==> src/rtl/lsu_ctrl_if.sv <==
// Memory request bus between the load/store controller and data memory.
// master: drives mem_req/mem_we/mem_be, samples mem_ack; slave is the mirror.
interface lsu_ctrl_if;
  logic       mem_req;
  logic       mem_we;
  logic [3:0] mem_be;
  logic       mem_ack;

  modport master (
    output mem_req,
    output mem_we,
    output mem_be,
    input  mem_ack
  );

  modport slave (
    input  mem_req,
    input  mem_we,
    input  mem_be,
    output mem_ack
  );
endinterface

==> src/rtl/lsu_ctrl.sv <==
// Load/store control FSM: decodes LOAD/STORE, checks func3 and alignment,
// issues one memory request with timeout, raises ld_wr or a fault pulse.
// Ports: clk, rst (async active-low), inst_valid/opcode/func3/addr_lo
// (decode), mem (request bus, master), ld_func3, ld_wr, stall, fault,
// fault_cause.
module lsu_ctrl #(
  parameter int TIMEOUT = 16
) (
  input  logic       clk,
  input  logic       rst,
  input  logic       inst_valid,
  input  logic [4:0] opcode,
  input  logic [2:0] func3,
  input  logic [1:0] addr_lo,
  lsu_ctrl_if.master mem,
  output logic [2:0] ld_func3,
  output logic       ld_wr,
  output logic       stall,
  output logic       fault,
  output logic [1:0] fault_cause
);

  localparam logic [4:0] OP_LOAD  = 5'b00000;
  localparam logic [4:0] OP_STORE = 5'b01000;
  localparam logic [4:0] TO_LIM   = 5'(TIMEOUT);

  typedef enum logic [1:0] {
    IDLE,
    REQ,
    DONE,
    ERR
  } state_t;

  state_t     state;
  logic [4:0] cnt;
  logic [4:0] cnt_inc;

  logic       is_ld;
  logic       is_st;
  logic       accept;
  logic       illegal;
  logic       misal;
  logic [3:0] be_calc;

  always_comb begin
    is_ld   = (opcode == OP_LOAD);
    is_st   = (opcode == OP_STORE);
    accept  = (state == IDLE) & inst_valid & (is_ld | is_st);
    illegal = (is_ld & ((func3 == 3'b011) |
                        (func3 == 3'b110) |
                        (func3 == 3'b111)))
            | (is_st & (func3 > 3'b010));
    misal   = ((func3[1:0] == 2'b01) & addr_lo[0])
            | ((func3[1:0] == 2'b10) & (addr_lo != 2'b00));
    cnt_inc = cnt + 5'd1;
  end

  always_comb begin
    be_calc = 4'b0000;
    unique case (1'b1)
      func3[1:0] == 2'b00: be_calc = 4'b0001 << addr_lo;
      func3[1:0] == 2'b01: be_calc = addr_lo[1] ? 4'b1100 : 4'b0011;
      func3[1:0] == 2'b10: be_calc = 4'b1111;
      default:             be_calc = 4'b0000;
    endcase
  end

  // Reset gate keeps stall low while rst is held, even if an
  // accepting instruction sits at decode.
  assign stall = rst & (accept | (state == REQ));

  always_ff @(posedge clk or negedge rst) begin
    if (!rst) begin
      state       <= IDLE;
      cnt         <= 5'd0;
      mem.mem_req <= 1'b0;
      mem.mem_we  <= 1'b0;
      mem.mem_be  <= 4'b0000;
      ld_func3    <= 3'b000;
      ld_wr       <= 1'b0;
      fault       <= 1'b0;
      fault_cause <= 2'b00;
    end else begin
      ld_wr       <= 1'b0;
      fault       <= 1'b0;
      fault_cause <= 2'b00;
      unique case (state)
        IDLE: begin
          if (accept) begin
            if (illegal) begin
              state       <= ERR;
              fault       <= 1'b1;
              fault_cause <= 2'b10;
            end else if (misal) begin
              state       <= ERR;
              fault       <= 1'b1;
              fault_cause <= 2'b01;
            end else begin
              state       <= REQ;
              cnt         <= 5'd0;
              mem.mem_req <= 1'b1;
              mem.mem_we  <= is_st;
              mem.mem_be  <= be_calc;
              ld_func3    <= func3;
            end
          end
        end
        REQ: begin
          // Ack is checked before the limit so a last-cycle ack wins.
          if (mem.mem_ack) begin
            state       <= DONE;
            mem.mem_req <= 1'b0;
            mem.mem_we  <= 1'b0;
            mem.mem_be  <= 4'b0000;
            ld_wr       <= ~mem.mem_we;
          end else if (cnt_inc == TO_LIM) begin
            state       <= ERR;
            cnt         <= cnt_inc;
            mem.mem_req <= 1'b0;
            mem.mem_we  <= 1'b0;
            mem.mem_be  <= 4'b0000;
            ld_func3    <= 3'b000;
            fault       <= 1'b1;
            fault_cause <= 2'b11;
          end else begin
            cnt <= cnt_inc;
          end
        end
        DONE: begin
          state    <= IDLE;
          ld_func3 <= 3'b000;
        end
        ERR: begin
          state <= IDLE;
        end
        default: state <= IDLE;
      endcase
    end
  end

endmodule

==> src/flat_wrapper.sv <==
// flat-port wrapper written by rule: the top's interface ports become plain ports
module lsu_ctrl_flat 
#(
  parameter int TIMEOUT = 16
)
  (clk, rst, inst_valid, opcode, func3, addr_lo, ld_func3, ld_wr, stall, fault, fault_cause, mem_mem_req, mem_mem_we, mem_mem_be, mem_mem_ack);
  lsu_ctrl_if mem_i ();
  input  logic clk;
  input  logic rst;
  input  logic inst_valid;
  input  logic [4:0] opcode;
  input  logic [2:0] func3;
  input  logic [1:0] addr_lo;
  output logic [2:0] ld_func3;
  output logic ld_wr;
  output logic stall;
  output logic fault;
  output logic [1:0] fault_cause;
  output wire logic [$bits(mem_i.mem_req)-1:0] mem_mem_req;
  output wire logic [$bits(mem_i.mem_we)-1:0] mem_mem_we;
  output wire logic [$bits(mem_i.mem_be)-1:0] mem_mem_be;
  input wire logic [$bits(mem_i.mem_ack)-1:0] mem_mem_ack;
  assign mem_mem_req = mem_i.mem_req;
  assign mem_mem_we = mem_i.mem_we;
  assign mem_mem_be = mem_i.mem_be;
  assign mem_i.mem_ack = mem_mem_ack;
  lsu_ctrl #(.TIMEOUT(TIMEOUT)) u_core (.clk(clk), .rst(rst), .inst_valid(inst_valid), .opcode(opcode), .func3(func3), .addr_lo(addr_lo), .mem(mem_i), .ld_func3(ld_func3), .ld_wr(ld_wr), .stall(stall), .fault(fault), .fault_cause(fault_cause));
endmodule
==> config.mk <==
export PLATFORM = sky130hd
export DESIGN_NAME = lsu_ctrl_flat
export DESIGN_NICKNAME = d
export VERILOG_FILES = /design/src/rtl/lsu_ctrl_if.sv /design/src/rtl/lsu_ctrl.sv /design/src/flat_wrapper.sv
export SDC_FILE = /design/constraint.sdc
export NUM_CORES = 1
export LEC_CHECK = 0
export BUFFER_PORTS_ARGS = -buffer_cell sky130_fd_sc_hd__buf_2
export CAP_MARGIN = 20
export CORE_UTILIZATION = 56
export DETAILED_ROUTE_END_ITERATION = 8
export MAX_ROUTING_LAYER = met4
export PLACE_DENSITY = 0.84
export SKIP_LAST_GASP = 1
export SLEW_MARGIN = 40
export SYNTH_ARGS = -nofsm -noshare
export SYNTH_HDL_FRONTEND = slang
export SYNTH_SLANG_ARGS = --single-unit
export TNS_END_PERCENT = 30
==> constraint.sdc <==
create_clock -name clk -period 5 [get_ports clk]
set_clock_uncertainty 0.2 [all_clocks]
set_input_delay 0.5 -clock clk [delete_from_list [all_inputs] [get_ports clk]]
set_output_delay 0.5 -clock clk [all_outputs]
set_load 0.01 [all_outputs]
# Yosys cells after proc, flatten, opt, wreduce, memory -nomap -nowiden
# Cells that the tools add are included.
# word_totals
ff_bits,20
out_inout_bits,14
wordCells,102
# op_classes
addsub,1
n_lt_le_gt_ge,1
eq_ne,16
n_shift,1
mux,49
bitwise_logic,14
reduce_logical,11
# ops
operator,count
two-way mux 4 bit,6
two-way mux 5 bit,4
two-way mux 2 bit,9
two-way mux 1 bit,16
two-way mux 3 bit,5
case mux 4 bit (3 select lines),1
case mux 5 bit (2 select lines),1
AND reduction 5 bit,2
case mux 3 bit (3 select lines),1
inequality test 2 bit (second input constant),4
case mux 4 bit (2 select lines),1
bitwise AND 1 bit,7
equality test 2 bit (second input constant),3
equality test 3 bit (second input constant),2
OR 1 bit,6
case mux 1 bit (2 select lines),3
case mux 2 bit (3 select lines),1
AND reduction 6 bit,1
adder 5 x 1 -> 5 bit (second input constant),1
equality test 5 x 4 -> 1 bit (second input constant),1
equality test 5 bit (second input constant),1
logical NOT 5 bit,1
equality test 2 x 1 -> 1 bit (second input constant),2
logical NOT 2 bit,2
other kinds (11),12

# Logic depth before layout (Yosys ltp)
# Gate-level depths: netlist (run 1).
# depth
ltp_word,8
depth_mapped,7

# Least setup slack after synthesis (run 1)
# No wires, ideal clock.
# synth_path
path_type,input to register
startpoint,input port func3[1]
endpoint,register u_core.ld_func3[0]
setup_time_ns,0.125
arrival_ns,1.796
t_required_ns,4.675
slack_ns,2.880
path_stages,6
path_buffers,1
path_cell_list,buf_6 -> a221oi_1 -> o2111ai_2 -> and2_4 -> nor3_4 -> mux2_2
# synth_via
elab_chain_len,7
# synth_rtl
element,line_no,text
from (decl),flat_wrapper.sv:12,input logic [2:0] func3;
equality test 3 x 2 -> 1 bit / equality test 3 bit (equally long branches),"lsu_ctrl.sv:49, lsu_ctrl.sv:50",
OR 1 bit,lsu_ctrl.sv:49,illegal = (is_ld & ((func3 == 3'b011) |
OR 1 bit,lsu_ctrl.sv:50,(func3 == 3'b110) |
bitwise AND 1 bit,lsu_ctrl.sv:49,
OR 1 bit,lsu_ctrl.sv:52,| (is_st & (func3 > 3'b010));
inequality test 2 bit (no source line),--,
AND reduction 6 bit (no source line) (*),--,
to (signal assigned),lsu_ctrl.sv:104,ld_func3 <= func3;
to (decl),lsu_ctrl.sv:16,"output logic [2:0] ld_func3,"
# Every way passes the cells marked *; elsewhere a longest branch is shown, timed or not.
# A chain may end at the register's enable or synchronous reset.

# Worst setup path after layout (run 1)
# layout_path
startpoint,input port rst
endpoint,output port stall
# layout_via
elab_chain_len,1
# layout_rtl
element,line_no,text
from (decl),flat_wrapper.sv:9,input logic rst;
bitwise AND 1 bit,lsu_ctrl.sv:70,assign stall = rst & (accept | (state == REQ));
to (decl),flat_wrapper.sv:16,output logic stall;
# Every way passes these cells.

==> results of run 1 <==
stage by stage:
stage / utilization, % / total power [W] / hold slack [ps] / std cells
after floorplan: - / 0.000442 / 4.41 / 112
after global placement: 66.9 / 0.000505 / 256 / 164
after detailed placement: 66.9 / 0.000513 / 251 / 164
after CTS: 69.3 / 0.000609 / 263 / 169
after global routing: 69.3 / 0.000649 / 278 / 169
final: 69.3 / 0.000604 / 261 / 169
worst register-to-register path, cell delays in order, from the launching register on:
cell       delay, ps
dfrtp_1          430
inv_1            100
ha_1             310
o2111ai_2        230
and2_4           240
nor3_4           200
mux2_2           360
cell usage in the layout (no fill, tap or decap), drive strengths merged, types with 2 or more instances in the layout:
cell    count
buf        27
dfrtp      20
nor2       11
nand2       9
nand2b      5
a21oi       5
ha          5
inv         4
nor2b       4
o31ai       4
mux2        4
and3        4
a22o        4
clkbuf      4
a21o        3
nor4        3
a21boi      2
a211o       2
o211ai      2
a221o       2
nor3        2
power breakdown:
group	switching [W]	internal (W)
registers	0.0000266	0.000197
clock network	0.0000489	0.0000445
logic	0.000158	0.000129
worst max-delay path by stage:
stage | to | slack (ps) | depth (start not counted)
2_1_floorplan | u_core.ld_func3[0]$_DFFE_PN0P_ | 2880 | 6
3_3_place_gp | u_core.ld_func3[0]$_DFFE_PN0P_ | 2730 | 6
3_5_place_dp | u_core.ld_func3[2]$_DFFE_PN0P_ | 2680 | 6
4_1_cts | stall | 2490 | 4
5_1_grt | stall | 2310 | 4
6_report | stall | 2500 | 4
cell families after synthesis:
family | synth area share [%]
buffers and inverters | 2.59
muxes | 4.75
AOI/OAI and AO/OA | 22.5
and+or+nand+nor | 21.6
DFF | 43.2
adders and majority gates | 5.40
routing by layer:
metal	part of all wire, %	vias up	GRT usage (%)
met3	4.3	6	6.79
met5	0	-	-
met1	43	462	29.4
met4	1.7	0	8.00
li1	-	476	-
met2	51	25	45.8
sequential cells by signal (all words and copies together), names as in the netlist:
register	flops
u_core.cnt	5
u_core.ld_wr	1
u_core.fault_cause	2
u_core.mem.mem_req	1
u_core.fault	1
u_core.state	2
u_core.mem.mem_we	1
u_core.mem.mem_be	4
u_core.ld_func3	3
final cells by class:
cell class	count	area share, %
Tap cell	27	2.49
Timing Repair Buffer	28	10.7
Inverter	4	1.10
Multi-Input combinational cell	86	46.2
Sequential cell	20	36.8
Clock buffer	4	2.67
repair_timing:
item                      in CTS  in global routing
hold buffers                   1                  0
hold endpoints to repair      20                  0
resized for setup              0                  0
==> out/metrics.cfg, run 1 <==
[clocking]
cts_buffers=3
cts_root_buffer=clkbuf_4
clock_path_buffers=2
cts.sinks=20
cts_tree=done
cts_max_level=1
cts_setup_buffers=0
clkTransAtPathRegs_ps=100
clock_latency_ps=310

[grt]
first_global_vias=881
grt_overflow_total=0
grt_max_degree=22
grt_usage_pct=26.3
grt_pass1_wl_um=3850
antenna_found_initial=0

[yosys]
async_flop_share_pct=100
yosys.area.top_type=dfrtp_1
syn_area_um2=1160
yosys-top-cells-area=dfrtp_1 (43%), ha_1 (5.4%), mux2_2 (3.9%)
synth.most_common_cell=dfrtp_1
yosys_warnings=0
ys_types=39
ys.flop_type=dfrtp_1
ys_seq_area_share_pct=43.2
synthCells=112
synth_edf_count=0
yosysTopAreaCellShare_pct=43.2
synth_fp_nets=131
synth_area_per_cell_um2=10.3
ys_seq_elements=20
yosys-top-cells-count=dfrtp_1 (20), nor2_1 (11), nand2_1 (8)

[detailed_routing]
firstDrtPassIters=4
wire_per_inst_um=14.6
drtIter0Drc=22
num_vias=969
drc_errors=0
wl_um=2470
via_per_inst=5.73
ant_nets=0

[worst_setup_path]
r2r-start=u_core.state[0]$_DFFE_PN0P_
crit_start=rst
critPathArrivalTime_ps=1800
cp_num_buf_inv=3
cpMostUsedCell=buf_2
cp_cell_sequence=dlygate4sd3_1, buf_2, a21boi_0, buf_2
path_delay_family=buffers and inverters
crit_fanout=21
slowest_stage=dlygate4sd3_1
required_ps=4300
worst-r2r-setup-slack_ps=2850
start_kind=input pin
r2r_cells=6
timing.rr.end=u_core.ld_func3[2]$_DFFE_PN0P_
cpPeakStageDelay_ps=530
crit_path_end_kind=primary output
criticalPathCategory=input pin to primary output

[worst_hold_path]
holdCritStartpoint=u_core.mem.mem_we$_DFFE_PN0P_
holdPathEnd=u_core.ld_wr$_DFF_PN0_
min_path_type=flop to flop
worstHoldPathCells=1

[timing]
max-slew-margin-rel_pct=70.3
setup_ws_ps=2500
slew_violations=0
finalHoldViolCount=0
max_freq_mhz=400
min_period_ps=2500
rsz0062_at_grt=false
fin_crit_sh_pct=50.0
setup_viol=0
max_slew.worst_pin.slew_ps=445
setup_tns_ps=0

[status]
status=finished, final reports clean

[floorplanning]
io_pins=28
die_h_um=47.5
rows=16
dieWidth_um=47.5
die_area_um2=2250
initial_core_util_pct=59.1
coreArea_um2=1960

[cells_and_area]
area_growth_pct=17.3
multiInputGateArea_um2=628
num_antenna_cells=0
fillers=168
seq_area_um2=500
layout.nets=162
drive_gt1_share_pct=28.9
design_area_um2=1360

[pwr]
ir_worst_vdd_v=0.000344
p_leak_nw=0.706
power_density_nw_per_um2=445

[flow_run]
cap_violations=0

[place]
pre_cts_ws_ps=2680
dp_hpwl_um=1810
gp_congestion=0.877
port_buffers=27
placed_area_um2=1310

No activity file was read; power rests on OpenSTA's default activity.
==> inputs of run 2 (changes only) <==
Settings changed: ABC_AREA set to 1, CORE_UTILIZATION 56 to 47, PLACE_DENSITY 0.84 to 0.75.
Clock period 5 ns to 2.2 ns, I/O delays scaled along.
==> run 2 against run 1 <==
Effect of this change:
- global-route usage is 2.4 points lower
- total power is 140% higher
- clock power grew to 3.3 times the previous value
- combinational power is 140% higher
- highest routed layer unchanged
- hold slack worse by 220 ps
- register-to-register slack worse by 2500 ps
- die area is 19% higher
- sequential power is 110% higher
==> out/metrics.cfg, run 2 <==
[status]
status=finished, final reports clean

[flow_run]
cap_violations=0  ; unchanged

[clocking]
cts_root_buffer=clkbuf_4
clock_path_buffers=2  ; unchanged
cts.sinks=20  ; unchanged
clkTransAtPathRegs_ps=120  ; +20 ps
cts_buffers=3  ; unchanged
cts_max_level=1  ; unchanged
cts_tree=done
clock_latency_ps=310  ; about the same

[grt]
grt_pass1_wl_um=4640  ; +21%
grt_max_degree=21  ; -4.5%
grt_overflow_total=0  ; unchanged
grt_usage_pct=24.0  ; -2.4 points
first_global_vias=1123  ; +27%
antenna_found_initial=0  ; unchanged

[yosys]
ys_types=21  ; -46%
yosysTopAreaCellShare_pct=43.0  ; -0.19 points
synth_fp_nets=182  ; +39%
ys_seq_elements=20  ; unchanged
yosys_warnings=0  ; unchanged
async_flop_share_pct=100  ; unchanged
yosys-top-cells-count=nand2_1 (72), dfrtp_1 (20), inv_1 (17)
synth_edf_count=0  ; unchanged
synth.most_common_cell=nand2_1
yosys.area.top_type=dfrtp_1
ys.flop_type=dfrtp_1
synth_area_per_cell_um2=7.14  ; -31%
yosys-top-cells-area=dfrtp_1 (43%), nand2_1 (23%), inv_1 (5.5%)
ys_seq_area_share_pct=43.0  ; -0.19 points
syn_area_um2=1160  ; +0.43%
synthCells=163  ; +46%

[floorplanning]
dieWidth_um=51.8  ; +9.0%
coreArea_um2=2280  ; +16%
initial_core_util_pct=51.1  ; -7.9 points
io_pins=28  ; unchanged
rows=17  ; +1
die_h_um=51.8  ; +9.0%
die_area_um2=2680  ; +19%

[detailed_routing]
via_per_inst=5.05  ; -12%
wire_per_inst_um=11.5  ; -21%
ant_nets=0  ; unchanged
drtIter0Drc=19  ; -14%
num_vias=1157  ; +19%
drc_errors=0  ; unchanged
firstDrtPassIters=4  ; unchanged
wl_um=2640  ; +6.9%

[worst_setup_path]
critPathArrivalTime_ps=1660  ; -140 ps
crit_path_end_kind=primary output
start_kind=flop
crit_fanout=4  ; -81%
criticalPathCategory=flop to primary output
required_ps=1780  ; -2520 ps

[cells_and_area]
final_cell_mix=nand2_1 (72), buf_2 (27), dfrtp_1 (20)
largest_register=u_core.cnt
final_common_cell=nand2_1
area_growth_pct=25.4
largest_register_ffs=5  ; unchanged
fillers=203  ; +21%
multiInputGateArea_um2=604  ; -3.8%
drive_gt1_share_pct=24.9  ; -4.0 points
top_regs=u_core.cnt: 5 flops, u_core.mem.mem_be: 4 flops, u_core.ld_func3: 3 flops
layout.nets=221  ; +36%
seq_area_um2=500  ; unchanged
num_antenna_cells=0  ; unchanged

[timing]
max-slew-margin-rel_pct=82.8  ; +13 points
max_freq_mhz=480
setup_tns_ps=0  ; unchanged
max_slew.worst_pin.slew_ps=258  ; -188 ps
finalHoldViolCount=0  ; unchanged
fin_crit_sh_pct=94.7
slew_violations=0  ; unchanged
min_period_ps=2080
setup_viol=0  ; unchanged
rsz0062_at_grt=false
setup_ws_ps=117  ; -2380 ps

[pwr]
ir_worst_vdd_v=0.000724  ; +110%
p_leak_nw=0.877  ; +24%
power_density_nw_per_um2=999  ; +120%

[place]
pre_cts_ws_ps=215  ; -2460 ps
gp_congestion=0.913  ; +4.2%
port_buffers=27  ; unchanged
dp_hpwl_um=2050  ; +13%

[worst_hold_path]
min_path_type=input pin to flop

## run 2: power breakdown
| part | total, W | switching (W) | internal [W] |
|---|---|---|---|
| sequential | 0.000470 | 0.0000407 | 0.000429 |
| combinational | 0.000680 | 0.000424 | 0.000256 |
| clock | 0.000308 | 0.000124 | 0.000184 |
## run 2: logic make-up (layout without fill, tap and decap cells)
group           after synthesis  in the layout  synth area share (%)
simple gates                108            108                  40.0
flops                        20             20                  43.0
buf+inv                      19             57                  6.13
compound gates               11             11                  5.48
fa+ha+maj                     5              5                  5.38
## run 2: final cells by class
cell class                 instances  share of cell area (%)
clock buffer                       3                    1.54
clock inverter                     1                    2.06
inverter                          19                    4.89
multi-input combinational        124                    41.4
sequential                        20                    34.3
tap                               28                    2.40
timing repair buffer              34                    13.4
## run 2: path summary, 6_finish.rpt
| path | startpoint | endpoint | slack [ps] | cells past startpoint |
|---|---|---|---|---|
| max in group asynchronous | rst | u_core.mem.mem_we$_DFFE_PN0P_ | 1400 | 3 |
| min in group asynchronous | rst | u_core.state[1]$_DFFE_PN0P_ | 190 | 3 |
| max reg2reg | u_core.state[0]$_DFFE_PN0P_ | u_core.ld_func3[2]$_DFFE_PN0P_ | 400 | 8 |
| max | u_core.state[1]$_DFFE_PN0P_ | stall | 120 | 6 |
| min reg2reg | u_core.mem.mem_we$_DFFE_PN0P_ | u_core.ld_wr$_DFF_PN0_ | 250 | 1 |
| min | mem_mem_ack | u_core.ld_wr$_DFF_PN0_ | 40 | 3 |
## run 2: repair_timing
action	in CTS	in global routing
buffers inserted	0	3
hold buffers	3	0
gates cloned	0	0
hold endpoints to repair	21	0
setup endpoints to repair	1	1
gates resized for setup	3	2
pin swaps	0	2
## run 2: layer usage
metal	wire (um)	GRT usage, %	vias up
met5	0	-	-
met4	47	6.76	0
met3	122	3.51	5
met2	1320	42.4	36
met1	1150	28.3	533
li1	-	-	583
## run 2: critical path: stages (launching register included)
cell and delay, ps:
dfrtp_1 430, inv_2 100, ha_4 150, nand2_1 70, nand3b_1 230, a21boi_1 210
buf_2 160
## run 2: stage by stage
| step | utilization (%) | area [um^2] | cells | hold WS [ps] | total power (W) |
|---|---|---|---|---|---|
| after floorplan | - | 1160 | 163 | -276 | 0.000914 |
| after global placement | 58.9 | 1340 | 219 | 17.5 | 0.00105 |
| after detailed placement | 58.9 | 1340 | 219 | 23.3 | 0.00107 |
| after CTS | 63.1 | 1440 | 226 | 52.0 | 0.00141 |
| after global routing | 64.1 | 1460 | 229 | 66.5 | 0.00159 |
| final | 64.1 | 1460 | 229 | 42.0 | 0.00146 |
